===== config.mk =====
export PLATFORM = sky130hd
export DESIGN_NAME = ahb_master_arbiter
export DESIGN_NICKNAME = d
export VERILOG_FILES = /design/src/rtl/ahb_master_arbiter.sv
export SDC_FILE = /design/constraint.sdc
export NUM_CORES = 1
export LEC_CHECK = 0
export ABC_AREA = 1
export ABC_CLOCK_PERIOD_IN_PS = 1600
export BUFFER_PORTS_ARGS = -buffer_cell sky130_fd_sc_hd__buf_2
export CAP_MARGIN = 20
export CELL_PAD_IN_SITES_DETAIL_PLACEMENT = 2
export CELL_PAD_IN_SITES_GLOBAL_PLACEMENT = 2
export CORE_UTILIZATION = 23
export CTS_CLUSTER_SIZE = 14
export DETAILED_ROUTE_END_ITERATION = 6
export PLACE_DENSITY = 0.77
export SYNTH_ARGS = -nofsm -noshare
export SYNTH_HDL_FRONTEND = slang
export SYNTH_SLANG_ARGS = --single-unit

===== constraint.sdc =====
create_clock -name clk -period 1.6 [get_ports clk]
set_clock_uncertainty 0.05 [all_clocks]
set_input_delay 0.32 -clock clk [delete_from_list [all_inputs] [get_ports clk]]
set_output_delay 0.32 -clock clk [all_outputs]
set_load 0.005 [all_outputs]

===== src/rtl/ahb_master_arbiter.sv =====
// Purpose: two-master AHB-Lite arbiter/sequencer; fetch port is master 0, data port is master 1.
// Latency: request sampled in IDLE -> ready pulse 3 cycles later at zero wait; +1 cycle per HREADY-low cycle.
// Backpressure: HREADY low stalls ADDR/DATA with every output held; masters hold req until their ready pulse.
// Optional feature: define AHB_ARB_FAIR_EN to enable the fetch anti-starvation counter (STARVE_LIMIT).
module ahb_master_arbiter #(
   parameter int STARVE_LIMIT = 4
) (
   input  logic        clk,
   input  logic        reset,
   // fetch port (master 0)
   input  logic        i_req,
   input  logic [31:0] i_addr,
   output logic        i_ready,
   output logic [31:0] i_rdata,
   // data port (master 1)
   input  logic        d_req,
   input  logic [31:0] d_addr,
   input  logic        d_write,
   input  logic [2:0]  d_size,
   input  logic [31:0] d_wdata,
   output logic        d_ready,
   output logic [31:0] d_rdata,
   // AHB-Lite bus
   output logic [31:0] HADDR,
   output logic        HWRITE,
   output logic [2:0]  HSIZE,
   output logic [1:0]  HTRANS,
   output logic [31:0] HWDATA,
   input  logic [31:0] HRDATA,
   input  logic        HREADY
);

   localparam logic [1:0] HTRANS_IDLE   = 2'b00;
   localparam logic [1:0] HTRANS_NONSEQ = 2'b10;
   localparam logic [2:0] SIZE_WORD     = 3'b010;

   typedef enum logic [1:0] {
      IDLE = 2'd0,
      ADDR = 2'd1,
      DATA = 2'd2,
      RESP = 2'd3
   } state_t;

   // One master's request as seen by the bus, bundled so the winner is a single mux.
   typedef struct packed {
      logic [31:0] addr;
      logic        write;
      logic [2:0]  size;
      logic [31:0] wdata;
   } req_t;

   state_t      state;
   logic        owner_d;      // 1 = data port owns the transfer in flight
   logic [31:0] hold_wdata;   // write data kept until the data phase
   logic        grant_any;
   logic        grant_d;
   req_t        win_req;

   assign grant_any = i_req | d_req;

`ifdef AHB_ARB_FAIR_EN
   localparam int CW = (STARVE_LIMIT < 1) ? 1 : $clog2(STARVE_LIMIT + 1);

   logic [CW-1:0] starve_cnt;
   logic          force_fetch;

   // Fetch has lost STARVE_LIMIT contested rounds in a row: give it this one.
   assign force_fetch = (starve_cnt == CW'(STARVE_LIMIT)) && i_req && d_req;
   assign grant_d     = d_req && !force_fetch;

   // Count consecutive data wins taken while fetch was waiting; any other grant restarts the count.
   always_ff @(posedge clk) begin
      if (reset) begin
         starve_cnt <= '0;
      end else if ((state == IDLE) && grant_any) begin
         if (grant_d && i_req) begin
            starve_cnt <= starve_cnt + 1'b1;
         end else begin
            starve_cnt <= '0;
         end
      end
   end
`else
   // Without the fairness counter the limit has no effect.
   wire [31:0] unused_starve_limit = STARVE_LIMIT;

   assign grant_d = d_req;
`endif

   // Select the winning master's request; fetch is always a word read.
   always_comb begin
      win_req = '0;
      if (grant_d) begin
         win_req.addr  = d_addr;
         win_req.write = d_write;
         win_req.size  = d_size;
         win_req.wdata = d_wdata;
      end else begin
         win_req.addr  = i_addr;
         win_req.write = 1'b0;
         win_req.size  = SIZE_WORD;
         win_req.wdata = 32'h0;
      end
   end

   // Transfer sequencer: every bus and master output is a register updated here.
   always_ff @(posedge clk) begin
      if (reset) begin
         state      <= IDLE;
         owner_d    <= 1'b0;
         hold_wdata <= 32'h0;
         HADDR      <= 32'h0;
         HWRITE     <= 1'b0;
         HSIZE      <= 3'b000;
         HTRANS     <= HTRANS_IDLE;
         HWDATA     <= 32'h0;
         i_ready    <= 1'b0;
         d_ready    <= 1'b0;
         i_rdata    <= 32'h0;
         d_rdata    <= 32'h0;
      end else begin
         case (state)
            IDLE: begin
               if (grant_any) begin
                  owner_d    <= grant_d;
                  hold_wdata <= win_req.wdata;
                  HADDR      <= win_req.addr;
                  HWRITE     <= win_req.write;
                  HSIZE      <= win_req.size;
                  HTRANS     <= HTRANS_NONSEQ;
                  state      <= ADDR;
               end
            end
            ADDR: begin
               if (HREADY) begin
                  HTRANS <= HTRANS_IDLE;
                  HWDATA <= hold_wdata;
                  state  <= DATA;
               end
            end
            DATA: begin
               if (HREADY) begin
                  if (!HWRITE) begin
                     if (owner_d) begin
                        d_rdata <= HRDATA;
                     end else begin
                        i_rdata <= HRDATA;
                     end
                  end
                  if (owner_d) begin
                     d_ready <= 1'b1;
                  end else begin
                     i_ready <= 1'b1;
                  end
                  state <= RESP;
               end
            end
            RESP: begin
               i_ready <= 1'b0;
               d_ready <= 1'b0;
               state   <= IDLE;
            end
            default: begin
               state <= IDLE;
            end
         endcase
      end
   end

endmodule


After elaboration in Yosys (flattened, before gate mapping). Index checks and enable logic that the tools add are counted. W data, S select, Z words.

Bits in registers: 171. Output and inout bits: 136. Input bits: 137.

Bitwise gates (word level): 3. Multiplexer cells: 14. Reduce and logical (&&, ||, !) cells: 11. Equality and inequality tests: 8.

Operators with widths (number): $mux W68 (1); $reduce_and A3 Y1 (4); $mux W2 (5); $ne A2 B2 Y1 const B (5); $pmux W2 S4 (1); $reduce_and A4 Y1 (2); $eq A2 B2 Y1 const B (2); $mux W1 (4); $pmux W1 S2 (2); $pmux W2 S2 (1); $reduce_and A2 Y1 (2); $reduce_bool A2 Y1 (2); $eq A2 B1 Y1 const B (1); $logic_not A2 Y1 (1); $not A1 Y1 (2); $or A1 B1 Y1 (1).

Depth between registers and ports, before layout. Gate-level depths: netlist of the first run.

Depth in word-level cells: 3. Gate-level depth with buffers: 9. Mapped depth without buffers: 8.

Worst setup path after synthesis of the first run. No wires, ideal clock.

Path type: register to register. Start: register state[0]. End: register HADDR[11]. Stages on the path, launching flop included: 10. Data required time: 1.434 ns. Library setup time: 0.116 ns. Clock period less this slack: 1.460 ns. Path slack: 0.140 ns. Arrival time: 1.294 ns. Path through: dfxtp_1 > inv_1 > ha_1 > inv_2 > nor2_4 > inv_2 > buf_4 > buf_4 > nor2_1 > nor2_1.

Cells in the longest elaborated chain, start to end: 2.

Ends and longest elaborated chain: from (decl) (RTL line 52) `state_t state;`; from (signal assigned) (RTL line 109) `state <= IDLE;`; from (signal assigned) (RTL line 131) `state <= ADDR;`; from (signal assigned) (RTL line 138) `state <= DATA;`; $logic_not A2 Y1 (RTL line 122) `case (state)`; $reduce_and A2 Y1 (no line); to (signal assigned) (RTL line 127) `HADDR <= win_req.addr;`; to (decl) (RTL line 24) `output logic [31:0] HADDR,`.

Every way passes these cells. A chain may end at the register's enable or synchronous reset.

Final worst setup path of the first run.
Start: register state[1]. End: register HADDR[22].

The elaborated chain is that of the path after synthesis.

==> run metrics, run 1 <==
min Tclk post-route=1510 ps; Hold Path Class=input port to flop; Tot Pwr=13900 uW; Total GRT Usage=16.8%; clock-pin slew on the worst setup and hold paths=70 ps; Peak VDD IR=0.696 mV; clk buf depth=2; number of clock sinks=170; first-pass GRT wire length=37.9 mm; Synthesized Nets=1025; RSZ-0062 raised after global routing=yes; fill count=3341; met1 GRT Util=19.2%; nets@finish=1278; CP max-delay cell=dfxtp_1; H-tree Lvls=4; Routed WL=24.5 mm; CP startpoint kind=flop; R2R Setup Slk=90 ps; wire length per cell=16.0 um; final slew viol count=0; FF+latch count, synth=170; initial antenna violation count=3; maxcap violations=0; Mapped Cells=883; CP Launch Point=state[1]; CP top delay family=buffers and inverters; Critical R2R Capture=HADDR[22]; Avg Cell Area, Syn=7.40 um2; Critical Path End=HADDR[22]; Post-Syn Area=6540 um2; GR peak layer=met2; hold slack=99.5 ps; Max FO, Critical Path=25; FMAX=662 MHz; layout cells sized above 1=29.5%; Ports=273; outcome=complete, no violations; met2 Use GR=29.7%; GPL Wtd Cong=0.736; CP cell instances=inv_1 -> ha_2 -> inv_2 -> nor2_4 -> inv_4 -> buf_12 -> nor2_1 -> nor2_1; critical path type=flop to flop; P_leak=0.00417 uW; Root Driver=clkbuf_16; cell repeated most along the worst path=nor2_1; Chip Height=171 um; Register Area=3400 um2; Post-DP HPWL=17.3 mm; CP Depth=8; CTS Buf Count=17; fin crit share=94.5%; area delta synth->final=37.7%; part of the Yosys area used for sequential elements=52.1%; Worst-Skew Late Latency=420 ps; area of the multi-input gates=2650 um2; power per cell area=1540 nW/um2; die width=171 um; CP peak stage delay=330 ps; first-pass detailed-route iteration total=4; FP Rows=61; Core Area=27900 um2; Port Buffers=271; most common cell after layout, fill and taps aside=buf_2; CTS hold repair buffers=0; Ys Warns=0; GRT met3 Usage=4.33%; Fin. Hold Viols=0; Vias/cell=4.44; critical path buffer and inverter count=4; largest net degree at the start of global routing=70; DRC errors left=0; commonest non-fill, non-tap cells in the layout=271 x buf_2, 198 x nor2_1, 169 x dfxtp_1; overall via count from detail_route=6775; setup bufs post-CTS=0; Initial DRC Count=244; Worst Setup End Kind=flop; WP data arrival=1780 ps; Required @ worst endpoint=1870 ps; CTS tree=yes; launch instance of the worst register-to-register path=state[1]; Synth cell types=21; post-route ant nets=0; vias in the first global route=7111; final setup vio count=0; Worst R2R Path Depth=8; Overflow after GRT=0; Die Area=29100 um2; Starting Density=23.5%
==> cells by family (layout without fill, tap and decap cells) <==
logic type	Yosys count	after routing	synth area share [%]
other cells	1	3	0.0574
fa+ha+maj	5	5	0.957
flops	170	170	52.1
simple gates	394	394	23.8
compound gates	201	201	15.5
buf+inv	112	376	7.68
==> registers in the layout (all words and copies together) (netlist names) <==
register,flops
d_rdata,32
HWDATA,32
HWRITE,1
i_ready,1
d_ready,1
i_rdata,32
hold_wdata,32
HTRANS,1
HSIZE,3
HADDR,32
state,2
owner_d,1
==> synthesized netlist by cell type, drive strengths merged <==
cell	number	area share [%]
a21oi	70	5.4
buf	34	3.2
clkbuf	27	1.6
conb	1	0.057
dfxtp	170	52
ha	5	0.96
inv	51	2.9
nand2	153	8.8
nand3	36	2.8
nand4	4	0.48
nor2	201	12
o211ai	1	0.11
o21ai	129	9.9
o21bai	1	0.11
==> area by class of cell <==
| type | count | share of cell area, % |
|---|---|---|
| diodes | 2 | 0.0556 |
| clock buffers | 18 | 4.77 |
| clock inverters | 12 | 1.04 |
| flip-flops and latches | 170 | 37.8 |
| well taps | 378 | 5.25 |
| inverters | 51 | 2.15 |
| multi-input cells | 601 | 29.4 |
| repair buffers | 295 | 19.5 |
==> timing repair <==
action,in CTS,in global routing
setup endpoints to repair,4,119
pin swaps,0,0
gates cloned,0,1
gates resized for setup,4,14
endpoints found under the hold margin,0,0
==> power by group <==
part	switching, uW	internal [uW]
combinational	2740	1850
sequential	434	5060
clock	1840	1990
total	5010	8900
==> layer usage <==
| metal | wire length (um) | vias to the layer above |
|---|---|---|
| met4 | 576 | 4 |
| met2 | 12300 | 159 |
| li1 | - | 3317 |
| met3 | 1290 | 37 |
| met5 | 27 | - |
| met1 | 10300 | 3258 |
==> worst min-delay path by stage <==
stage	startpoint	endpoint	slack, ps	cells past startpoint
floorplan	hold_wdata[2]	hold_wdata[2]	390	2
global placement	hold_wdata[7]	hold_wdata[7]	390	2
detailed placement	hold_wdata[11]	hold_wdata[11]	400	2
CTS	d_size[0]	HSIZE[0]	80	3
global route	d_wdata[14]	hold_wdata[14]	90	3
finish	d_size[0]	HSIZE[0]	100	3
==> worst reg2reg max path: cells and delay by family (launching register included) <==
| family | cells | cell delay [ps] |
|---|---|---|
| adders and majority gates | 1 | 230 |
| buffers and inverters | 4 | 450 |
| and+or+nand+nor | 3 | 340 |
| DFF | 1 | 330 |
==> per-stage QoR <==
stage | util [%] | TNS, ps | std cells | setup WS [ps] | instance area (um2)
detailed placement | 30.2 | -20.7 | 1494 | -20.7 | 8400
finish | 32.3 | 0 | 1527 | 88.5 | 9000
CTS | 32.1 | 0 | 1524 | 15.3 | 8930
global route | 32.3 | -369 | 1525 | -45.3 | 9000
global placement | 30.2 | 0 | 1494 | 127 | 8400
floorplan | - | 0 | 883 | 140 | 6540
No activity file was read; power rests on OpenSTA's default activity.
==> run 2, diff against run 1 <==
--- a/config.mk
+++ b/config.mk
@@ -12,6 +12,7 @@
 export CELL_PAD_IN_SITES_DETAIL_PLACEMENT = 2
 export CELL_PAD_IN_SITES_GLOBAL_PLACEMENT = 2
 export CORE_UTILIZATION = 23
+export CTS_BUF_LIST = sky130_fd_sc_hd__clkbuf_8
 export CTS_CLUSTER_SIZE = 14
 export DETAILED_ROUTE_END_ITERATION = 6
 export PLACE_DENSITY = 0.77
==> run metrics, run 2 (synthesis gave the netlist of run 1 again) <==
Overflow after GRT=0 (unchanged); power per cell area=1460 nW/um2 (was 1540 nW/um2); final setup vio count=0 (unchanged); commonest non-fill, non-tap cells in the layout=271 x buf_2, 198 x nor2_1, 169 x dfxtp_1 (unchanged); critical path type=flop to flop (unchanged); wire length per cell=16.0 um (about the same); die width=171 um (unchanged); most common cell after layout, fill and taps aside=buf_2 (unchanged); CP startpoint kind=flop (unchanged); overall via count from detail_route=6790 (was 6775); number of clock sinks=170 (unchanged); min Tclk post-route=1520 ps (was 1510 ps); outcome=complete, no violations (unchanged); Post-DP HPWL=17.3 mm (unchanged); Chip Height=171 um (unchanged); clock-pin slew on the worst setup and hold paths=90 ps (was 70 ps); Vias/cell=4.45 (was 4.44); cell repeated most along the worst path=nor2_1 (unchanged); clk buf depth=2 (unchanged); H-tree Lvls=4 (unchanged); PnR worst setup slack=84.8 ps (was 88.5 ps); CP cell instances=inv_1 -> ha_2 -> inv_2 -> nor2_4 -> inv_4 -> buf_12 -> nor2_1 -> nor2_1 (unchanged); CP max-delay cell=dfxtp_1 (unchanged); Worst-Skew Late Latency=440 ps (was 420 ps); Core Area=27900 um2 (unchanged); CP peak stage delay=340 ps (was 330 ps); Ports=273 (unchanged); CTS Buf Count=17 (unchanged); Routed WL=24.4 mm (was 24.5 mm); final non-filler cell total=1527 (unchanged); Total GRT Usage=16.6% (was 16.8%); maxcap violations=0 (unchanged); largest net degree at the start of global routing=70 (unchanged); Die Area=29100 um2 (unchanged); CTS tree=yes (unchanged); setup bufs post-CTS=0 (unchanged); pre-CTS WS=-20.7 ps (unchanged); Peak VDD IR=0.460 mV (was 0.696 mV); FMAX=660 MHz (was 662 MHz); fill count=3377 (was 3341); vias in the first global route=7049 (was 7111); Hold Path Class=input port to flop (unchanged); Tot Pwr=12800 uW (was 13900 uW); Inst Count DP=1494 (unchanged); post-route ant nets=0 (unchanged); CP top delay family=buffers and inverters (unchanged); hold slack=65.6 ps (was 99.5 ps); first-pass detailed-route iteration total=4 (unchanged); P_leak=0.00409 uW (was 0.00417 uW); Worst Setup End Kind=flop (unchanged); area delta synth->final=34.7% (was 37.7%); fin crit share=94.7% (was 94.5%); FP Rows=61 (unchanged); Required @ worst endpoint=1900 ps (was 1870 ps); critical path buffer and inverter count=4 (unchanged); nets@finish=1278 (unchanged); GPL Wtd Cong=0.736 (unchanged); Starting Density=23.5% (unchanged); first-pass GRT wire length=37.6 mm (was 37.9 mm); Port Buffers=271 (unchanged); final slew viol count=0 (unchanged); RSZ-0062 raised after global routing=yes (unchanged); initial antenna violation count=3 (unchanged); Initial DRC Count=230 (was 244); WP data arrival=1810 ps (was 1780 ps); CTS hold repair buffers=0 (unchanged); Root Driver=clkbuf_8 (was clkbuf_16); Fin. Hold Viols=0 (unchanged); DRC errors left=0 (unchanged); Max FO, Critical Path=25 (unchanged); layout cells sized above 1=29.4% (was 29.5%)
[run 2: changes by cell type in the layout (fill, tap and decap cells not counted)]
cell and change:
nand2_2 -1, buf_6 +1, o21ai_1 -1, nand2_1 +1, inv_1 +1, clkbuf_16 -17
o21ai_0 +1, clkbuf_1 -1, clkbuf_8 +17, buf_8 -1
[run 2: per-layer routing]
layer | up-vias | share of wire (%) | GRT usage, %
met1 | 3267 | 43 | 19.2
met2 | 168 | 49 | 29.1
met3 | 39 | 5.4 | 4.67
li1 | 3312 | - | -
met4 | 4 | 2.5 | 6.19
met5 | - | 0.11 | 0
[run 2: power by group]
group / switching, uW / leakage, uW / internal [uW]
Clock: 1690 / 0.000155 / 1070
Sequential: 434 / 0.00139 / 5060
Combinational: 2730 / 0.00255 / 1840
[run 2: area by class of cell]
class	count	area (um2)	area share, %
flip-flops and latches	170	3400	38.7
multi-input cells	601	2640	30.0
repair buffers	295	1750	19.9
well taps	378	473	5.37
clock buffers	17	234	2.66
inverters	51	194	2.20
clock inverters	13	97.6	1.11
diodes	2	5.00	0.0569
[run 2: what timing repair did]
item                                    CTS  global route
endpoints found under the setup margin    3           103
resized for setup                         3            12
gates cloned                              0             1
pin swaps                                 0             0
[run 2: worst paths after layout]
| check | startpoint | end | slack (ps) | depth (start not counted) |
|---|---|---|---|---|
| min reg2reg | i_rdata[11] | i_rdata[11] | 410 | 2 |
| max | state[1] | HADDR[22] | 80 | 8 |
| min | d_size[0] | HSIZE[0] | 70 | 3 |
| max reg2reg | state[1] | HADDR[22] | 80 | 8 |
[run 2: tightest hold or removal path, stage by stage]
cell and delay [ps]:
buf_2 90, nand2_1 50, a21oi_1 50
[run 2: stage by stage]
step                area [um2]  TNS (ps)  utilization (%)
global route              8800      -517             31.6
global placement          8400         0             30.2
finish                    8800         0             31.6
detailed placement        8400     -20.7             30.2
floorplan                 6540         0                -
CTS                       8740         0             31.4
==> run 3, diff against run 2 <==
--- a/config.mk
+++ b/config.mk
@@ -16,6 +16,7 @@
 export CTS_CLUSTER_SIZE = 14
 export DETAILED_ROUTE_END_ITERATION = 6
 export PLACE_DENSITY = 0.77
+export SETUP_SLACK_MARGIN = 0.15
 export SYNTH_ARGS = -nofsm -noshare
 export SYNTH_HDL_FRONTEND = slang
 export SYNTH_SLANG_ARGS = --single-unit
==> run metrics, run 3 (synthesis gave the netlist of run 1 again) <==
outcome=complete, no violations (unchanged); Required @ worst endpoint=1900 ps (about the same); fill count=3300 (was 3377); maxcap violations=0 (unchanged); Starting Density=23.5% (unchanged); Critical R2R Capture=i_rdata[26] (was HADDR[22]); Fin. Hold Viols=0 (unchanged); area delta synth->final=38.8% (was 34.7%); Peak VDD IR=0.587 mV (was 0.460 mV); commonest non-fill, non-tap cells in the layout=271 x buf_2, 189 x nor2_1, 167 x dfxtp_1 (was 271 x buf_2, 198 x nor2_1, 169 x dfxtp_1); Die Area=29100 um2 (unchanged); Root Driver=clkbuf_8 (unchanged); CP startpoint kind=flop (unchanged); fin crit share=89.0% (was 94.7%); overall via count from detail_route=6827 (was 6790); die width=171 um (unchanged); RSZ-0062 raised after global routing=yes (unchanged); CTS Buf Count=17 (unchanged); Overflow after GRT=0 (unchanged); Max FO, Critical Path=8 (was 25); Routed WL=25.9 mm (was 24.4 mm); launch instance of the worst register-to-register path=state[0] (was state[1]); WP data arrival=1720 ps (was 1810 ps); final slew viol count=0 (unchanged); FMAX=702 MHz (was 660 MHz); clk buf depth=2 (unchanged); antenna fix cells=0 (was 2); min Tclk post-route=1420 ps (was 1520 ps); H-tree Lvls=4 (unchanged); largest net degree at the start of global routing=70 (unchanged); CP Launch Point=state[0] (was state[1]); Worst R2R Path Depth=8 (unchanged); layout cells sized above 1=31.6% (was 29.4%); FP Rows=61 (unchanged); R2R Setup Slk=180 ps (was 80 ps); post-route ant nets=0 (unchanged); Core Area=27900 um2 (unchanged); Total GRT Usage=17.1% (was 16.6%); Tot Pwr=14000 uW (was 12800 uW); CTS tree=yes (unchanged); nets@finish=1284 (was 1278); Post-DP HPWL=17.2 mm (was 17.3 mm); Worst Setup End Kind=flop (unchanged); first-pass detailed-route iteration total=5 (was 4); Critical Path End=i_rdata[26] (was HADDR[22]); Vias/cell=4.46 (was 4.45); initial antenna violation count=1 (was 3); CTS hold repair buffers=0 (unchanged); GPL Wtd Cong=0.728 (was 0.736); Ports=273 (unchanged); first-pass GRT wire length=38.5 mm (was 37.6 mm); clock-pin slew on the worst setup and hold paths=90 ps (about the same); wire length per cell=16.9 um (was 16.0 um); DRC errors left=0 (unchanged); final setup vio count=0 (unchanged); most common cell after layout, fill and taps aside=buf_2 (unchanged); number of clock sinks=170 (unchanged); Worst-Skew Late Latency=470 ps (was 440 ps); setup TNS=0 ps (unchanged); power per cell area=1540 nW/um2 (was 1460 nW/um2); P_leak=0.00420 uW (was 0.00409 uW); Port Buffers=271 (unchanged); critical path type=flop to flop (unchanged); Chip Height=171 um (unchanged); vias in the first global route=7164 (was 7049); Initial DRC Count=294 (was 230); Hold Path Class=input port to flop (unchanged)
==> run 3: cell count changes in the layout (fill, tap and decap cells not counted), moves of 4 or more <==
cell       delta
o21ai_0      -25
inv_4         +5
bufinv_16     +4
buf_4         +4
o21ai_1      +24
nor2_1        -9
nor2_2        +9
inv_6         -4
inv_1         -5
==> run 3: timing repair <==
item / in CTS / in global routing
setup endpoints to repair: 133 / 151
gates cloned: 1 / 5
buffers inserted: 1 / 0
gates resized for setup: 13 / 55
pin swaps: 1 / 0
endpoints found under the hold margin: 0 / 0
==> run 3: per-layer routing <==
metal / global-route usage, % / share of wire [%] / wire, um
met3: 4.30 / 5.0 / 1310
met5: 0 / 0.050 / 13
met1: 20.4 / 42 / 10900
met4: 5.21 / 1.8 / 459
met2: 30.0 / 51 / 13200
==> run 3: cell type report <==
| cell class | instances | area (um2) | share of cell area (%) |
|---|---|---|---|
| clock inverter | 11 | 174 | 1.92 |
| timing repair buffer | 301 | 1850 | 20.4 |
| clock buffer | 18 | 248 | 2.73 |
| tap | 378 | 473 | 5.21 |
| sequential | 170 | 3410 | 37.6 |
| inverter | 51 | 206 | 2.28 |
| multi-input combinational | 601 | 2710 | 29.9 |
==> run 3: stage by stage <==
step | hold slack, ps | util, % | worst slack (ps) | std cells | instance area [um2]
2_1_floorplan | 386 | - | 153 | 883 | 6540
3_3_place_gp | 394 | 30.1 | 170 | 1494 | 8390
3_5_place_dp | 405 | 30.1 | 35.4 | 1494 | 8390
4_1_cts | 7.23 | 31.9 | 86.7 | 1525 | 8880
5_1_grt | 22.9 | 32.6 | 102 | 1530 | 9070
6_report | 46.7 | 32.6 | 176 | 1530 | 9070
==> run 3: worst max-delay path, cell delays in order, from the launching register on <==
cell       delay [ps]
dfxtp_4           370
inv_4              90
ha_4              160
nand2_1            90
inv_4             120
nand2_4            90
clkbuf_16         180
nand2_1            80
a21oi_1            70
==> run 3: power by group <==
group	leakage (uW)	total [uW]	switching, uW	internal (uW)
sequential	0.00139	5540	471	5070
clock	0.000203	3370	1650	1720
combinational	0.00260	5050	2970	2080
total	0.00420	14000	5090	8870
==> run 3: how the worst min path moves through the flow <==
stage | cells past startpoint | to | startpoint | slack [ps]
global route | 3 | hold_wdata[18] | d_wdata[18] | 20
detailed placement | 2 | i_rdata[26] | i_rdata[26] | 400
global placement | 2 | hold_wdata[5] | hold_wdata[5] | 390
finish | 3 | HSIZE[2] | d_size[2] | 50
floorplan | 2 | hold_wdata[2] | hold_wdata[2] | 390
CTS | 3 | HSIZE[2] | d_size[2] | 7
